[src/rtl/rca_pkg.sv]
// rca_pkg: shared definitions for the operand sequencer around the clocked
// 4-bit adder.
//   - default parameter values (FIFO depth, start-hold length, sample edge)
//   - FSM state encoding
//   - operand pair layout as stored in the FIFO ({a, b})
package rca_pkg;

  localparam int DEF_FIFO_DEPTH = 4;
  localparam int DEF_START_HOLD = 2;
  localparam int DEF_WAIT_CYC   = 10;

  typedef enum logic [1:0] {
    ST_IDLE  = 2'd0,
    ST_START = 2'd1,
    ST_WAIT  = 2'd2,
    ST_OUT   = 2'd3
  } state_t;

  typedef struct packed {
    logic [3:0] a;
    logic [3:0] b;
  } op_pair_t;

endpackage

[src/rtl/rca_op_fifo.sv]
// rca_op_fifo: operand FIFO, 8-bit entries, DEPTH entries (power of two).
// Ports:
//   clk, rst_n   clock, asynchronous active-low reset
//   i_push       write request (ignored while full)
//   i_wdata      entry to write
//   o_full       no free entry
//   i_pop        read request (ignored while empty)
//   o_rdata      head entry, valid whenever o_empty is low
//   o_empty      no occupied entry
//   o_level      occupied entries (registered)
module rca_op_fifo
  import rca_pkg::*;
#(
  parameter int DEPTH = DEF_FIFO_DEPTH
) (
  input  logic                       clk,
  input  logic                       rst_n,
  input  logic                       i_push,
  input  logic [7:0]                 i_wdata,
  output logic                       o_full,
  input  logic                       i_pop,
  output logic [7:0]                 o_rdata,
  output logic                       o_empty,
  output logic [$clog2(DEPTH):0]     o_level
);

  localparam int AW = $clog2(DEPTH);

  logic [7:0]    r_mem [DEPTH];
  logic [AW-1:0] r_wr_ptr;
  logic [AW-1:0] r_rd_ptr;
  logic [AW:0]   r_level;
  logic          w_wr_en;
  logic          w_rd_en;

  assign o_full  = (r_level == (AW+1)'(DEPTH));
  assign o_empty = (r_level == '0);
  assign w_wr_en = i_push & ~o_full;
  assign w_rd_en = i_pop & ~o_empty;

  // Head is read combinationally so the sequencer can load the adder
  // operands on the same edge it pops.
  assign o_rdata = r_mem[r_rd_ptr];
  assign o_level = r_level;

  // Storage carries no reset; only pointers and level define validity.
  always_ff @(posedge clk) begin
    if (w_wr_en) begin
      r_mem[r_wr_ptr] <= i_wdata;
    end
  end

  // Pointers are exactly AW bits wide, so they wrap modulo DEPTH naturally.
  always_ff @(posedge clk or negedge rst_n) begin
    if (!rst_n) begin
      r_wr_ptr <= '0;
      r_rd_ptr <= '0;
      r_level  <= '0;
    end else begin
      if (w_wr_en) r_wr_ptr <= r_wr_ptr + 1'b1;
      if (w_rd_en) r_rd_ptr <= r_rd_ptr + 1'b1;
      case ({w_wr_en, w_rd_en})
        2'b10:   r_level <= r_level + 1'b1;
        2'b01:   r_level <= r_level - 1'b1;
        default: r_level <= r_level;
      endcase
    end
  end

endmodule

[src/rtl/rca_op_seq.sv]
// rca_op_seq: queues operand pairs and sequences them one at a time through
// an external clocked 4-bit adder, returning {carry, sum} with valid/ready.
// Ports:
//   clk, rst_n            clock, asynchronous active-low reset
//   in_valid/in_ready     operand handshake (in_ready = FIFO not full)
//   in_a, in_b            operands
//   add_start             start level to the adder
//   add_a, add_b          registered operands to the adder
//   add_s, add_cout       adder registered sum / carry
//   out_valid/out_ready   result handshake
//   out_sum               {carry, sum}
//   busy                  FSM not idle
//   fifo_level            occupied FIFO entries
//
// Timing: the pop edge loads add_a/add_b and raises add_start. Counting the
// pop edge as edge 0, add_start is high across edges 1..START_HOLD and the
// result is captured on edge WAIT_CYC (the WAIT_CYC-th edge with edge 1 being
// the first one that sees add_start high). With out_ready held high, OUT lasts
// one cycle and IDLE one cycle, giving a period of WAIT_CYC+2.
module rca_op_seq
  import rca_pkg::*;
#(
  parameter int FIFO_DEPTH = DEF_FIFO_DEPTH,
  parameter int START_HOLD = DEF_START_HOLD,
  parameter int WAIT_CYC   = DEF_WAIT_CYC
) (
  input  logic                          clk,
  input  logic                          rst_n,
  input  logic                          in_valid,
  output logic                          in_ready,
  input  logic [3:0]                    in_a,
  input  logic [3:0]                    in_b,
  output logic                          add_start,
  output logic [3:0]                    add_a,
  output logic [3:0]                    add_b,
  input  logic [3:0]                    add_s,
  input  logic                          add_cout,
  output logic                          out_valid,
  input  logic                          out_ready,
  output logic [4:0]                    out_sum,
  output logic                          busy,
  output logic [$clog2(FIFO_DEPTH):0]   fifo_level
);

  localparam int CW = $clog2(WAIT_CYC + 1);

  state_t        r_state;
  state_t        w_state_next;
  logic [CW-1:0] r_cnt;
  logic [CW-1:0] w_cnt_next;
  logic          r_add_start;
  logic          w_add_start_next;
  logic [3:0]    r_add_a;
  logic [3:0]    r_add_b;
  logic          r_out_valid;
  logic [4:0]    r_out_sum;
  logic          w_pop;
  logic          w_load_res;
  logic          w_fifo_full;
  logic          w_fifo_empty;
  logic [7:0]    w_fifo_rdata;
  op_pair_t      w_head;

  rca_op_fifo #(
    .DEPTH (FIFO_DEPTH)
  ) u_fifo (
    .clk     (clk),
    .rst_n   (rst_n),
    .i_push  (in_valid),
    .i_wdata ({in_a, in_b}),
    .o_full  (w_fifo_full),
    .i_pop   (w_pop),
    .o_rdata (w_fifo_rdata),
    .o_empty (w_fifo_empty),
    .o_level (fifo_level)
  );

  assign w_head = op_pair_t'(w_fifo_rdata);

  always_comb begin
    w_state_next     = r_state;
    w_cnt_next       = r_cnt;
    w_add_start_next = r_add_start;
    w_pop            = 1'b0;
    w_load_res       = 1'b0;
    case (r_state)
      ST_IDLE: begin
        if (!w_fifo_empty) begin
          w_pop            = 1'b1;
          w_cnt_next       = '0;
          w_add_start_next = 1'b1;
          w_state_next     = ST_START;
        end
      end
      ST_START: begin
        w_cnt_next = r_cnt + 1'b1;
        if (r_cnt == CW'(START_HOLD - 1)) begin
          w_add_start_next = 1'b0;
          w_state_next     = ST_WAIT;
        end
      end
      ST_WAIT: begin
        w_cnt_next = r_cnt + 1'b1;
        if (r_cnt == CW'(WAIT_CYC - 1)) begin
          w_load_res   = 1'b1;
          w_state_next = ST_OUT;
        end
      end
      ST_OUT: begin
        if (out_ready) begin
          w_state_next = ST_IDLE;
        end
      end
      default: begin
        w_state_next     = ST_IDLE;
        w_add_start_next = 1'b0;
      end
    endcase
  end

  always_ff @(posedge clk or negedge rst_n) begin
    if (!rst_n) begin
      r_state     <= ST_IDLE;
      r_cnt       <= '0;
      r_add_start <= 1'b0;
      r_add_a     <= '0;
      r_add_b     <= '0;
      r_out_valid <= 1'b0;
      r_out_sum   <= '0;
    end else begin
      r_state     <= w_state_next;
      r_cnt       <= w_cnt_next;
      r_add_start <= w_add_start_next;
      // Operands only change on a pop, so they stay put through OUT.
      if (w_pop) begin
        r_add_a <= w_head.a;
        r_add_b <= w_head.b;
      end
      if (w_load_res) begin
        r_out_sum   <= {add_cout, add_s};
        r_out_valid <= 1'b1;
      end else if (r_state == ST_OUT && out_ready) begin
        r_out_valid <= 1'b0;
      end
    end
  end

  assign in_ready  = ~w_fifo_full;
  assign add_start = r_add_start;
  assign add_a     = r_add_a;
  assign add_b     = r_add_b;
  assign out_valid = r_out_valid;
  assign out_sum   = r_out_sum;
  assign busy      = (r_state != ST_IDLE);

endmodule

[config.mk]
export PLATFORM = sky130hd
export DESIGN_NAME = rca_op_seq
export DESIGN_NICKNAME = d
export VERILOG_FILES = /design/src/rtl/rca_pkg.sv /design/src/rtl/rca_op_fifo.sv /design/src/rtl/rca_op_seq.sv
export SDC_FILE = /design/constraint.sdc
export NUM_CORES = 1
export LEC_CHECK = 0
export CORE_MARGIN = 10
export CORE_UTILIZATION = 54
export CTS_CLUSTER_DIAMETER = 30
export DETAILED_ROUTE_END_ITERATION = 8
export PLACE_DENSITY = 0.91
export SYNTH_ARGS = -nofsm -noshare
export SYNTH_HDL_FRONTEND = slang
export SYNTH_SLANG_ARGS = --single-unit
[constraint.sdc]
create_clock -name clk -period 2.7 [get_ports clk]
set_input_delay 0.81 -clock clk [delete_from_list [all_inputs] [get_ports clk]]
set_output_delay 0.81 -clock clk [all_outputs]
set_load 0.01 [all_outputs]
==> summary.txt <==
Power
  • Static Leak: 0.001309 uW
  • Worst vdd ir: 0.0005185 V
  • Pwr dens: between 1000 and 1500 mW/mm^2

Routing
  • DR WL/cell: 17.04 microns
  • Vias per cell: 5.352
  • Via count: 1,429
  • Detail Route Antenna Nets: 0
  • Number of remaining DRC errors: 0
  • Initial drt markers: 78
  • Pre-antenna DRT Iters: 4
  • DRT Wirelength: 4549 microns

CTS
  • Buffer levels on the longest clock path: 2
  • Postcts setup bufs: 0
  • H-tree depth: 3
  • Post-CTS Resized: 0
  • Clock transition at path regs: 0.07 ns
  • Clock latency on the worst-skew pair: 0.33 ns
  • CTS tree: done
  • Clk sinks: 60
  • # hold bufs at CTS: 0
  • Clock Root Buffer: clkbuf_8
  • Total CTS buffers: 9

Cells and area
  • ANT cells: 0
  • Commonest cells after routing, fill and taps aside: 36 x clkdlybuf4s50_1, 32 x edfxtp_1, 28 x dfrtp_1
  • Most common cell after layout, fill and taps aside: clkdlybuf4s50_1
  • Fillers: 326
  • Area of the multi-input gates: 879.6 sq um
  • Register area: 0.001662 sq mm
  • Layout net count: roughly 240
  • Layout Cells excl Fill: 267
  • Syn-to-layout area delta: 24.41%
  • Share of layout cells above drive strength 1: 0.2019

Worst setup path
  • WS Path Type: flop to output pin
  • Worst EP required: 1.89 ns
  • CP max stage delay: 0.54 ns
  • Largest delay share family, worst path: buffers and inverters
  • WP buf/inv: 3
  • Crit-path cells: inv_1 > ha_1 > inv_2 > clkdlybuf4s50_1
  • CP Max Fanout: 5
  • Critical path's slowest cell: clkdlybuf4s50_1
  • Startpoint Class: flop
  • Nature of the critical path endpoint: output pin
  • Crit path arrival time: between 1.5 and 2 ns

Min path
  • Hold Path Class: flop to flop

Timing
  • Final worst-path cycle share: 0.9480
  • Hold Vio Cnt, Final: 0
  • Fmax achieved: 0.3907 GHz
  • RSZ-0062 raised after global routing: no
  • Post-route minimum period: 2.560 ns
  • Max-slew violations: 0
  • # setup viols final: 0
  • Worst Tran Pin Value: about 0.6 ns
  • Fin Clk Skew: 0.005746 ns
  • Setup_tns: 0 ns
  • Max-slew headroom: 0.6024

Place
  • Port bufs: 36
  • GPL Wtd Cong: roughly 0.75
  • Placed Cells: around 250
  • HPWL Detailed: between 3000 and 4000 microns

Floorplanning
  • Area of the die: ~0.008 sq mm
  • Horiz. Die Dim: about 90 microns
  • Core outline area: approximately 0.0047 sq mm
  • Top-Level Pins: 37
  • Die height: slightly below 90 microns
  • # rows: 25
  • Initial core utilization: 0.5560

Global route
  • First-pass GRT wire length: 7238 microns
  • GR Layer Usage met2: 0.2073
  • Total GRT Usage: 0.1237
  • Antenna violations before repair: 0
  • Largest net degree at the start of global routing: 29
  • Grt total ovfl: 0
  • GRT Max-Usage Layer: met2
  • Met3 usage: 0.04831
  • Vias in the first global route: 1,478
  • Met1 usage: 0.1301

Synthesis
  • Mean Syn Cell Area: 16.10 sq um
  • Post-Syn Area: approximately 0.0026 sq mm
  • Synth Net Count: 192
  • Ys Warns: 0
  • Cell variety after synth: 35
  • Cell count after synthesis: 162
  • Sequential area share after synthesis: 0.6369
  • Yosys reg bits: 60

Flow run
  • MaxCap Viol Count: 0

Status
  • Status: finished clean
[layer usage]
metal	vias to the layer above	wire length [microns]
met5	-	0
met3	7	264
met1	706	1840
met4	0	64
li1	685	-
met2	31	2380
[where the power goes]
| part | leakage (uW) | total [uW] | internal, uW | switching, uW |
|---|---|---|---|---|
| Combinational | 0.000583 | 1560 | 888 | 669 |
| Sequential | 0.000624 | 1560 | 1300 | 260 |
| Clock | 0.000102 | 858 | 519 | 339 |
[per-stage QoR]
| step | power [uW] | hold slack, ns | instance area (sq um) | utilization | worst slack [ns] |
|---|---|---|---|---|---|
| floorplan | 2584 | 0.5080 | 2609 | - | 0.5098 |
| global placement | 3074 | 0.4579 | 3029 | 0.6456 | 0.1310 |
| detailed placement | 3149 | 0.4777 | 3029 | 0.6456 | 0.08595 |
| CTS | 4030 | 0.4930 | 3246 | 0.6917 | 0.1051 |
| global route | 4240 | 0.5317 | 3246 | 0.6917 | 0.05382 |
| finish | 3970 | 0.4853 | 3246 | 0.6917 | 0.1403 |
[kinds of logic (layout without fill, tap and decap cells)]
logic type,count (synthesis),count (layout),synth area share
adder cells (fa/ha/maj),13,13,0.06523
flip-flops,60,60,0.6369
AO/OA/AOI/OAI,12,12,0.03165
AND/OR/NAND/NOR,29,29,0.06186
XOR/XNOR,7,7,0.02350
buffers and inverters,15,66,0.02590
multiplexers,26,26,0.1549
[cell usage after synthesis, drive strengths merged]
master,number,area (sq um)
a211o,1,8.760
o21ai,5,25.02
nand3,3,15.01
nor2b,1,6.260
mux2,14,183.9
a22o,2,17.52
mux2i,4,40.04
o211ai,1,12.51
xor2,4,35.03
inv,12,45.05
nor2,4,15.01
mux4,8,180.2
nand4b,1,8.760
buf,2,18.77
nor3b,2,15.01
edfxtp,32,960.9
nand2,9,33.78
nand3b,1,7.510
clkbuf,1,3.750
dfrtp,28,700.7
or4b,1,13.76
and3,4,25.02
nor3,2,15.01
xnor2,3,26.28
a21oi,3,18.77
fa,1,20.02
ha,12,150.1
and2,1,6.260
[worst reg2reg max path: stages (launching register included)]
cell and delay, ns:
dfrtp_1 0.42, inv_1 0.13, ha_1 0.27, inv_2 0.08, nor2_1 0.20, ha_1 0.22
inv_1 0.06, fa_1 0.37, xor2_1 0.15, nor2_1 0.11, xor2_1 0.15
[cell type report]
| class | instances | share of cell area |
|---|---|---|
| Timing Repair Buffer | 38 | 0.1157 |
| Multi-Input combinational cell | 87 | 0.2710 |
| Clock buffer | 10 | 0.03932 |
| Tap cell | 54 | 0.02082 |
| Sequential cell | 60 | 0.5119 |
| Clock inverter | 6 | 0.02737 |
| Inverter | 12 | 0.01388 |
[sequential cells by signal, indices dropped and copies added, names as in the netlist]
signal           count
u_fifo.r_rd_ptr      2
add_b                4
u_fifo.r_mem        32
u_fifo.r_wr_ptr      2
add_start            1
r_state              2
out_sum              5
r_cnt                4
u_fifo.o_level       3
add_a                4
out_valid            1
[path summary, 6_finish.rpt]
| path | endpoint | from | depth (start not counted) | slack (ns) |
|---|---|---|---|---|
| setup / recovery | busy | r_state[0] | 4 | 0.14 |
| hold / removal | out_valid | out_valid | 2 | 0.49 |
| setup reg to reg | u_fifo.o_level[2] | r_state[0] | 10 | 0.47 |
| hold reg to reg | out_valid | out_valid | 2 | 0.49 |
| max in group asynchronous | u_fifo.o_level[2] | rst_n | 2 | 1.57 |
| min in group asynchronous | out_sum[4] | rst_n | 2 | 0.87 |
(Power assumes the default switching activity.)
==> patch: new RTL, same settings <==
Put a register stage on the output `fifo_level`. The value now appears one clock later. The other outputs are not delayed to match.
--- a/src/rtl/rca_op_seq.sv
+++ b/src/rtl/rca_op_seq.sv
@@ -45,4 +45,6 @@
   localparam int CW = $clog2(WAIT_CYC + 1);
 
+  logic [$clog2(FIFO_DEPTH):0] fifo_level_d;
+
   state_t        r_state;
   state_t        w_state_next;
@@ -73,5 +75,5 @@
     .o_rdata (w_fifo_rdata),
     .o_empty (w_fifo_empty),
-    .o_level (fifo_level)
+    .o_level (fifo_level_d)
   );
 
@@ -154,4 +156,8 @@
   assign busy      = (r_state != ST_IDLE);
 
+  always_ff @(posedge clk) begin
+    fifo_level <= fifo_level_d;
+  end
+
 endmodule
 
Function: changed (a bounded check fails within 4 cycles, from zero or initial values and one cycle with rst_n low).
==> patch against the original RTL <==
- combinational power shrank 9.6%
- routed wire length grew 3.5%
- largest power group unchanged
- count of clock-buffer cells in the layout is the same
- design area shrank 0.89%
- sequential cell count grew 3
- power shrank 4.9%
- critical path depth is the same
- synthesized area shrank 0.38%
- maximum frequency grew 2.6%
- worst setup slack gained 0.064 ns
==> patch: results (changes against the original RTL) <==
Status
  • Status: completed

Power and ir drop
  • Clock network power share: 20.4% (-1.2 points)
  • Pleak: 0.001328 uW (+1.4%)
  • Peak VDD IR: 0.0005601 V (+8.0%)
  • Sw Pwr: 1258 uW (-0.73%)
  • Clk power: 770 uW (-10%)

Route
  • Via density: 5.230 (-2.3%)
  • WL final: 4706 um (+3.5%)
  • Total length of routed met3 wires: 238 um (-9.8%)

Critical path
  • Reg2Reg Setup Slack: 0.57 ns (+0.10 ns)
  • Worst flop-to-flop path startpoint: u_fifo.o_level[0]$_DFFE_PN0P_
  • CP max FO: 4 (-1)
  • CP Data Arrival Time: 1.69 ns (-0.06 ns)

Layout
  • Finished Layout Cells: 283 (+6.0%)
  • Layout cells sized above 1: 16.16% (-4.0 points)

Timing
  • Slew headroom: 59.59% (-0.64 points)
  • Hold Worst Slack: 0.4668 ns (-0.01850 ns)
  • Final WS setup: 0.2041 ns (+0.06373 ns)

GRT
  • Met3 usage: 4.284% (-0.55 points)
  • First-pass GRT wire length: 7672 um (+6.0%)
  • GRT met2 Usage: 22.64% (+1.9 points)
  • Tot GR Track Use: 13.00% (+0.64 points)
  • Met1 GRT Util: 13.48% (+0.46 points)

Synth
  • Syn avg cell area: 14.60 um2 (-9.3%)
  • Largest cells by area after synthesis: edfxtp_1, dfrtp_1, mux4_2, ha_1, nand2_1

Placed design
  • Hpwl dp: 3317 um (+4.1%)
  • Placed Cells: 267 (+6.4%)
patch: worst max-delay path: cells and delay by family, from the launching register on:
| family | cells | cell delay [ns] |
|---|---|---|
| adder cells (fa/ha/maj) | 1 | 0.26 |
| buffers and inverters | 3 | 0.69 |
| flip-flops | 1 | 0.39 |
patch: logic make-up (layout without fill, tap and decap cells):
family | count (synthesis) | count (layout) | share of synthesized area (%)
xor+xnor | 6 | 6 | 2.022
buf+inv | 19 | 70 | 2.985
compound gates | 13 | 13 | 3.611
fa+ha+maj | 13 | 13 | 6.548
simple gates | 49 | 49 | 8.666
flops | 63 | 63 | 66.25
mux | 15 | 15 | 9.918
patch: final cells by class:
class / instances / area [um2] / area share, %
flip-flops and latches: 63 / 1722 / 53.52
multi-input cells: 96 / 799.5 / 24.85
repair buffers: 39 / 382.9 / 11.90
clock buffers: 10 / 127.6 / 3.967
well taps: 54 / 67.56 / 2.100
clock inverters: 6 / 61.31 / 1.906
inverters: 15 / 56.30 / 1.750
